===== src/rtl/i2s_pkg.sv =====
// Shared definitions for the I2S capture path: default word width, receiver
// states and word-select polarity.
package i2s_pkg;

  localparam int SAMPLE_W_DEFAULT = 16;

  typedef enum logic [1:0] {
    SEEK  = 2'd0,
    LEFT  = 2'd1,
    RIGHT = 2'd2
  } state_t;

  localparam logic WS_LEFT  = 1'b0;
  localparam logic WS_RIGHT = 1'b1;

endpackage


===== src/rtl/bit_sync.sv =====
// Multi-flop synchroniser for one asynchronous input. With RISE set, q is a
// one-cycle pulse on the synchronised rising edge instead of the level.
module bit_sync #(
  parameter int   DEPTH   = 2,
  parameter logic RST_VAL = 1'b0,
  parameter bit   RISE    = 1'b0
) (
  input  logic clk,
  input  logic rst,
  input  logic d,
  output logic q
);

  logic [DEPTH-1:0] stage;

  always_ff @(posedge clk or posedge rst) begin
    if (rst) stage <= {DEPTH{RST_VAL}};
    else     stage <= {stage[DEPTH-2:0], d};
  end

  generate
    if (RISE) begin : g_rise
      logic last;
      always_ff @(posedge clk or posedge rst) begin
        if (rst) last <= RST_VAL;
        else     last <= stage[DEPTH-1];
      end
      assign q = stage[DEPTH-1] & ~last;
    end else begin : g_level
      assign q = stage[DEPTH-1];
    end
  endgenerate

endmodule


===== src/rtl/i2s_receive.sv =====
// I2S receiver: oversamples bit clock, word select and data in clk, frames
// MSB-first left/right words and presents stereo pairs on valid/ready.
//
// state | meaning
// SEEK  | waiting for a genuine 1->0 word-select edge, data ignored
// LEFT  | collecting left word, closes on 0->1 edge
// RIGHT | collecting right word, closes on 1->0 edge and completes the pair
module i2s_receive
  import i2s_pkg::*;
#(
  parameter int SAMPLE_W = SAMPLE_W_DEFAULT
) (
  input  logic                clk,
  input  logic                rst,
  input  logic                sclk_in,
  input  logic                lr_clk_in,
  input  logic                serial_in,
  input  logic                out_ready,
  output logic [SAMPLE_W-1:0] sample_l,
  output logic [SAMPLE_W-1:0] sample_r,
  output logic                out_valid,
  output logic                overrun
);

  localparam int CNT_W = $clog2(SAMPLE_W + 1);

  logic sr, ws, sd;

  bit_sync #(.DEPTH(2), .RST_VAL(1'b0),     .RISE(1'b1)) u_sync_sclk (
    .clk(clk), .rst(rst), .d(sclk_in),   .q(sr));
  bit_sync #(.DEPTH(2), .RST_VAL(WS_RIGHT), .RISE(1'b0)) u_sync_ws (
    .clk(clk), .rst(rst), .d(lr_clk_in), .q(ws));
  bit_sync #(.DEPTH(2), .RST_VAL(1'b0),     .RISE(1'b0)) u_sync_sd (
    .clk(clk), .rst(rst), .d(serial_in), .q(sd));

  state_t              state;
  logic                ws_prev;
  logic                primed;
  logic [SAMPLE_W-1:0] shifter, left_hold;
  logic [CNT_W-1:0]    cnt;

  logic                t_edge, pair_done;
  logic [SAMPLE_W-1:0] sh_n, word;
  logic [CNT_W-1:0]    cnt_n;

  always_comb begin
    t_edge = sr && (ws != ws_prev);
    sh_n   = shifter;
    cnt_n  = cnt;
    if (cnt < CNT_W'(SAMPLE_W)) begin
      sh_n  = {shifter[SAMPLE_W-2:0], sd};
      cnt_n = cnt + 1'b1;
    end
    // short words are left-justified, long ones already had their tail dropped
    word      = sh_n << (CNT_W'(SAMPLE_W) - cnt_n);
    pair_done = t_edge && (state == RIGHT);
  end

  always_ff @(posedge clk or posedge rst) begin
    if (rst) begin
      state     <= SEEK;
      ws_prev   <= WS_RIGHT;
      primed    <= 1'b0;
      shifter   <= '0;
      cnt       <= '0;
      left_hold <= '0;
      sample_l  <= '0;
      sample_r  <= '0;
      out_valid <= 1'b0;
      overrun   <= 1'b0;
    end else begin
      if (sr) begin
        ws_prev <= ws;
        // the reset value of ws_prev must not pass for a real 1->0 edge
        primed  <= 1'b1;
        case (state)
          SEEK: begin
            if (t_edge && (ws == WS_LEFT) && primed) state <= LEFT;
          end
          LEFT: begin
            if (t_edge) begin
              left_hold <= word;
              shifter   <= '0;
              cnt       <= '0;
              state     <= RIGHT;
            end else begin
              shifter <= sh_n;
              cnt     <= cnt_n;
            end
          end
          RIGHT: begin
            if (t_edge) begin
              shifter <= '0;
              cnt     <= '0;
              state   <= LEFT;
            end else begin
              shifter <= sh_n;
              cnt     <= cnt_n;
            end
          end
          default: state <= SEEK;
        endcase
      end

      overrun <= 1'b0;
      if (out_valid && out_ready) out_valid <= 1'b0;
      if (pair_done) begin
        if (!out_valid || out_ready) begin
          sample_l  <= left_hold;
          sample_r  <= word;
          out_valid <= 1'b1;
        end else begin
          overrun <= 1'b1;
        end
      end
    end
  end

endmodule


===== config.mk =====
export PLATFORM = sky130hd
export DESIGN_NAME = i2s_receive
export DESIGN_NICKNAME = d
export VERILOG_FILES = /design/src/rtl/i2s_pkg.sv /design/src/rtl/bit_sync.sv /design/src/rtl/i2s_receive.sv
export SDC_FILE = /design/constraint.sdc
export NUM_CORES = 1
export LEC_CHECK = 0
export CELL_PAD_IN_SITES_DETAIL_PLACEMENT = 0
export CELL_PAD_IN_SITES_GLOBAL_PLACEMENT = 1
export CORE_UTILIZATION = 40
export CTS_BUF_LIST = sky130_fd_sc_hd__clkbuf_8
export DETAILED_ROUTE_END_ITERATION = 8
export GPL_TIMING_DRIVEN = 0
export PLACE_DENSITY_LB_ADDON = 0.1
export SLEW_MARGIN = 20
export SYNTH_ARGS = -nofsm -noshare
export SYNTH_HDL_FRONTEND = slang
export SYNTH_HIERARCHICAL = 1
export SYNTH_SLANG_ARGS = --single-unit

===== constraint.sdc =====
create_clock -name clk -period 2.9 [get_ports clk]
set_clock_uncertainty 0.1 [all_clocks]
set_input_delay 0.58 -clock clk [delete_from_list [all_inputs] [get_ports clk]]
set_output_delay 0.58 -clock clk [all_outputs]
set_load 0.02 [all_outputs]

# == After elaboration in Yosys (flattened, before gate mapping) ==
# Index checks and enable logic that the tools add are counted.
# op_classes
n_addsub,2
n_lt_le_gt_ge,1
n_eq_ne,6
shift,1
n_mux,13
bitwise_logic,3
n_reduce_logical,13
# op_table
operator,n
$mux W16,2
$shl A16 B5 Y16,1
$mux W5,2
$mux W2,3
$ne A2 B2 Y1 const B,3
$pmux W2 S3,1
$add A5 B1 Y5 const B,1
$logic_and A1 B1 Y1,5
$lt A5 B5 Y1 const B,1
$mux W1,5
$sub A5 B5 Y5 const A,1
$reduce_and A2 Y1,2
$reduce_and A4 Y1,1
$reduce_and A3 Y1,1
$eq A2 B1 Y1 const B,1
$eq A2 B2 Y1 const B,1
$logic_not A2 Y1,1
$not A1 Y1,2
$reduce_or A2 Y1,1
$and A1 B1 Y1,1
$logic_not A1 Y1,1
$logic_or A1 B1 Y1,1
$ne A1 B1 Y1,1
# totals
register_bits,82
inputBits,6
out_inout_bits,34
wordCells,53

# == Longest topological paths before layout ==
# depth
word_depth,7
mapped_depth,10
mapped_depth_nobuf,8

# == Cells and area by module ==
# The synthesis kept the hierarchy.
# modules_own_cells
mod,instances,cells_per_inst,area_per_inst_um2,seq_area_each_um2
i2s_receive,1,435,3943.8,1878.1
bit_sync (u_sync_sclk),1,5,92.6,75.1
bit_sync (u_sync_ws),1,3,56.3,52.6
bit_sync (u_sync_sd),1,3,53.8,50.0

# == Least setup slack after synthesis ==
# OpenSTA, ideal clock, no wires.
# synth_timing
path_type,register to register
from,register cnt[1]
to,register sample_r[15]
setup_ns,0.131
arrival_time_ns,2.317
t_required_ns,2.669
path_slack_ns,0.352
path_stages_with_launch,11
path_buffers,2
period_less_slack_ns,2.548
cell_sequence,dfrtp_1 > ha_1 > and2b_4 > or3_4 > and2_4 > buf_6 > buf_6 > mux2i_2 > mux2i_1 > o32a_1 > o21ai_1
# synth_between
elab_chain_cells,4
elab_cells_between_ends,6
classes_between,add/sub (2); order compare (1); shift (1); mux (2)
# synth_lines
item,line,rtl
from (decl),i2s_receive.sv:40,logic [CNT_W-1:0] cnt;
from (signal assigned),i2s_receive.sv:88,cnt <= cnt_n;
from (signal assigned),i2s_receive.sv:98,cnt <= cnt_n;
$add A5 B1 Y5 / $lt A5 B5 Y1 (equally long branches),"i2s_receive.sv:52, i2s_receive.sv:50",
$mux W5,i2s_receive.sv:50,if (cnt < CNT_W'(SAMPLE_W)) begin
$sub A5 B5 Y5,i2s_receive.sv:55,word = sh_n << (CNT_W'(SAMPLE_W) - cnt_n);
$shl A16 B5 Y16 *,i2s_receive.sv:55,
to (signal assigned),i2s_receive.sv:110,sample_r <= word;
to (decl),i2s_receive.sv:20,"output logic [SAMPLE_W-1:0] sample_r,"
# Every way passes the cells marked *; elsewhere a longest branch is shown, timed or not.
# A chain may end at the register's enable or synchronous reset.

# == Final worst setup path ==
# layout_timing
from,register cnt[1]
to,register sample_r[12]
# Same word-level chain as after synthesis.

==> results.py <==
metrics = {
    "run_status": {
        "status": "finished clean",
    },
    "placed_design": {
        "hpwlAfterDp_mm": 7.36,
        "gp_congestion": 0.834,
        "place_area_um2": 4730,
        "io_buffers": 39,
        "dp_slack_ns": -0.132,
        "dpl.cell_count": 619,
    },
    "critical_path": {
        "timing.rr.end": "sample_r[12]$_DFFE_PP0P_",
        "crit_chain": "ha_4 > clkbuf_2 > nor4b_2 > a21o_1 > nor3_1 > nor2_1 > buf_2 > mux4_2 > a21oi_1 > a31oi_1",
        "reg2reg_slack_ns": 0.15,
        "worstReg2RegStart": "cnt[1]$_DFFE_PP0P_",
        "path_class": "register to register",
        "crit_family": "simple AND/OR/NAND/NOR gates",
        "crit_path_start_kind": "register",
        "cp_max_fo": 10,
        "cpPeakStageDelay_ns": 0.49,
        "end_kind": "register",
        "reg2regPathDepth": 10,
        "arrival_ns": 2.88,
        "required_ns": 3.02,
        "cp_num_buf_inv": 2,
        "crit_slowest_cell": "dfrtp_2",
    },
    "power_and_ir_drop": {
        "vdd_drop_max_mv": 0.301,
        "leakagePower_nw": 2.16,
        "p_per_area_nw_per_um2": 807,
    },
    "synth": {
        "synth_ff_type": "dfrtp_1",
        "synth_cells": 446,
        "netlist_top_cells_area": "dfrtp_1 (48%), nand2_1 (10%), mux2i_1 (4.8%)",
        "syn-num-nets": 457,
        "synth-simple-area-share_pct": 18.2,
        "synth_enable_flop_cells": 0,
        "avgSynthCellArea_um2": 9.30,
        "yosysWarnings": 6,
        "synthAdderAreaFrac_pct": 1.51,
        "yosysTopAreaCellShare_pct": 47.7,
        "synth_xor_xnor_area_share_pct": 1.06,
        "yosys_register_bits": 82,
        "synth_compound_area_share_pct": 17.9,
        "ys_async_sr_fraction_pct": 100,
        "ys_seq_area_share_pct": 49.6,
        "synth_top_family_by_area": "simple AND/OR/NAND/NOR gates",
        "ys_types": 50,
        "mappedNetlistArea_um2": 4150,
        "synthMuxAreaShare_pct": 7.88,
        "synth.largest_area_cell": "dfrtp_1",
    },
    "worst_hold_path": {
        "hold_end": "u_sync_sclk/stage[1]$_DFF_PP0_",
        "hold_path_startpoint": "u_sync_sclk/stage[0]$_DFF_PP0_",
        "hp-class": "register to register",
        "whs_path_depth": 0,
    },
    "cells_and_area": {
        "final_cell_mix": "nand2_1 (110), dfrtp_1 (78), clkdlybuf4s50_1 (39), a21oi_1 (24), o21ai_0 (24)",
        "num_antenna_cells": 0,
        "final_area_um2": 4950,
        "finalNonFillerCells": 635,
        "final_common_cell": "nand2_1",
        "area_delta_synth_final_pct": 19.4,
        "nets": 508,
        "drive_above_1_share_pct": 11.0,
    },
    "clock_tree": {
        "cts-hold-fix-buffers": 0,
        "cts.clk_slew.worst_paths_ns": 0.09,
        "clockBufferDepth": 2,
        "htreeDepth": 3,
        "cts_tree": "yes",
        "clk_latency_ns": 0.36,
        "clock_sinks": 82,
        "cts_root_buf": "clkbuf_8",
        "cts_made_buffers": 9,
    },
    "floorplan": {
        "initial_utilization_pct": 41.8,
        "io_pins": 40,
        "core_um2": 9910,
        "fp.dieW_um": 104,
        "num_rows": 36,
        "die-area_um2": 10800,
        "die_y_um": 104,
    },
    "global_route": {
        "grt_use_total_pct": 20.2,
        "grt_pass1_vias": 3326,
        "antenna_found_initial": 0,
        "grt_max_degree": 57,
        "overflow": 0,
        "grt_pass1_wl_mm": 17.4,
    },
    "timing": {
        "layout_setup_ws_ns": 0.147,
        "max_freq_ghz": 0.363,
        "finalHoldViolCount": 0,
        "tightestPinTransition_ns": 0.804,
        "fin_crit_ns": 2.75,
        "relSlewSlack_pct": 46.0,
        "rsz0062_at_grt": "true",
        "setup-violations-final": 0,
        "final.setup.tns_ns": 0,
        "min_period_over_period_pct": 94.9,
        "slew_viol_final": 0,
    },
    "detailed_routing": {
        "drc": 0,
        "postRouteAntennaNets": 0,
        "initialDrtViolationCount": 143,
        "vias": 3399,
        "wl_mm": 10.1,
        "vias_per_cell": 5.35,
        "first_pass_iters": 5,
        "wl_per_cell_um": 15.9,
    },
    "job": {
        "maxCapViolations": 0,
    },
}
kinds of logic after synthesis:
kind of cell             Yosys count
AO/OA/AOI/OAI                    115
XOR/XNOR                           5
flip-flops                        82
buffers and inverters             37
AND/OR/NAND/NOR                  173
adder cells (fa/ha/maj)            5
multiplexers                      29
layout make-up:
| class | count | area [um2] |
|---|---|---|
| Clock buffer | 10 | 138 |
| Timing Repair Buffer | 40 | 418 |
| Sequential cell | 82 | 2060 |
| Fill cell | 961 | 4960 |
| Tap cell | 133 | 166 |
| Clock inverter | 6 | 42.5 |
| Inverter | 10 | 40.0 |
| Buffer | 27 | 129 |
| Multi-Input combinational cell | 327 | 1960 |
metal layers:
| metal | global-route usage, % | up-vias | wire, um |
|---|---|---|---|
| met5 | 0 | - | 0 |
| met1 | 28.7 | 1660 | 4980 |
| li1 | - | 1664 | - |
| met4 | 7.04 | 0 | 161 |
| met3 | 2.77 | 14 | 305 |
| met2 | 31.4 | 61 | 4650 |
worst reg2reg max path: stages, from the launching register on:
cell      delay [ns]
dfrtp_2         0.49
ha_4            0.18
clkbuf_2        0.16
nor4b_2         0.28
a21o_1          0.13
nor3_1          0.07
nor2_1          0.24
buf_2           0.28
mux4_2          0.33
a21oi_1         0.25
a31oi_1         0.11
how the worst max path moves through the flow:
stage	from	to	cells past startpoint	slack, ns
after floorplan	rst	cnt[0]$_DFFE_PP0P_	1	0.31
after global placement	rst	sample_l[8]$_DFFE_PP0P_	2	-1.08
after detailed placement	cnt[1]$_DFFE_PP0P_	left_hold[8]$_DFFE_PP0P_	9	-0.13
after CTS	cnt[1]$_DFFE_PP0P_	sample_r[13]$_DFFE_PP0P_	10	0.05
after global routing	cnt[0]$_DFFE_PP0P_	left_hold[10]$_DFFE_PP0P_	8	-0.06
final	cnt[1]$_DFFE_PP0P_	sample_r[12]$_DFFE_PP0P_	10	0.15
synth_stat cells, types with 3 or more instances:
| cell type | number |
|---|---|
| dfstp_2 | 3 |
| nor3_1 | 5 |
| clkbuf_1 | 15 |
| o32a_1 | 3 |
| mux2i_1 | 20 |
| nand2_1 | 110 |
| nor2b_1 | 4 |
| o31ai_1 | 5 |
| ha_1 | 5 |
| a32oi_1 | 3 |
| a22o_1 | 17 |
| xnor2_1 | 3 |
| buf_2 | 7 |
| o21ai_0 | 24 |
| mux2_2 | 6 |
| nor2_1 | 22 |
| dfrtp_1 | 79 |
| a21oi_1 | 25 |
| inv_1 | 10 |
| nand3_1 | 15 |
| a31oi_1 | 4 |
| a211oi_1 | 4 |
| a21o_1 | 3 |
| nand2b_1 | 5 |
| o21ai_1 | 14 |
power breakdown:
part	internal, mW	switching [mW]	leakage, nW
combinational	0.756	1.05	0.976
clock	0.334	0.439	0.0823
sequential	1.29	0.131	1.10
registers in the layout, indices dropped and copies added, names as in the netlist:
| name | flops |
|---|---|
| sample_l | 16 |
| sample_r | 16 |
| u_sync_sd/stage | 2 |
| state | 2 |
| primed | 1 |
| left_hold | 16 |
| out_valid | 1 |
| shifter | 16 |
| u_sync_sclk/g_rise.last | 1 |
| ws_prev | 1 |
| cnt | 5 |
| overrun | 1 |
| u_sync_sclk/stage | 2 |
| u_sync_ws/stage | 2 |
through the flow:
stage | utilization, % | hold WS, ns | power (mW)
3_5_place_dp | 47.8 | 0.235 | 3.19
6_report | 50.0 | 0.252 | 4.00
4_1_cts | 49.7 | 0.254 | 3.99
2_1_floorplan | - | 0.221 | 2.73
5_1_grt | 50.0 | 0.273 | 4.28
3_3_place_gp | 47.5 | 0.234 | 3.17
what timing repair did:
| item | CTS | global route |
|---|---|---|
| resized for setup | 4 | 6 |
| setup endpoints to repair | 10 | 17 |
| cloned | 0 | 0 |
| setup buffers | 0 | 0 |
| pin swaps | 0 | 1 |
Note: power is estimated with default switching activity, not from simulation.
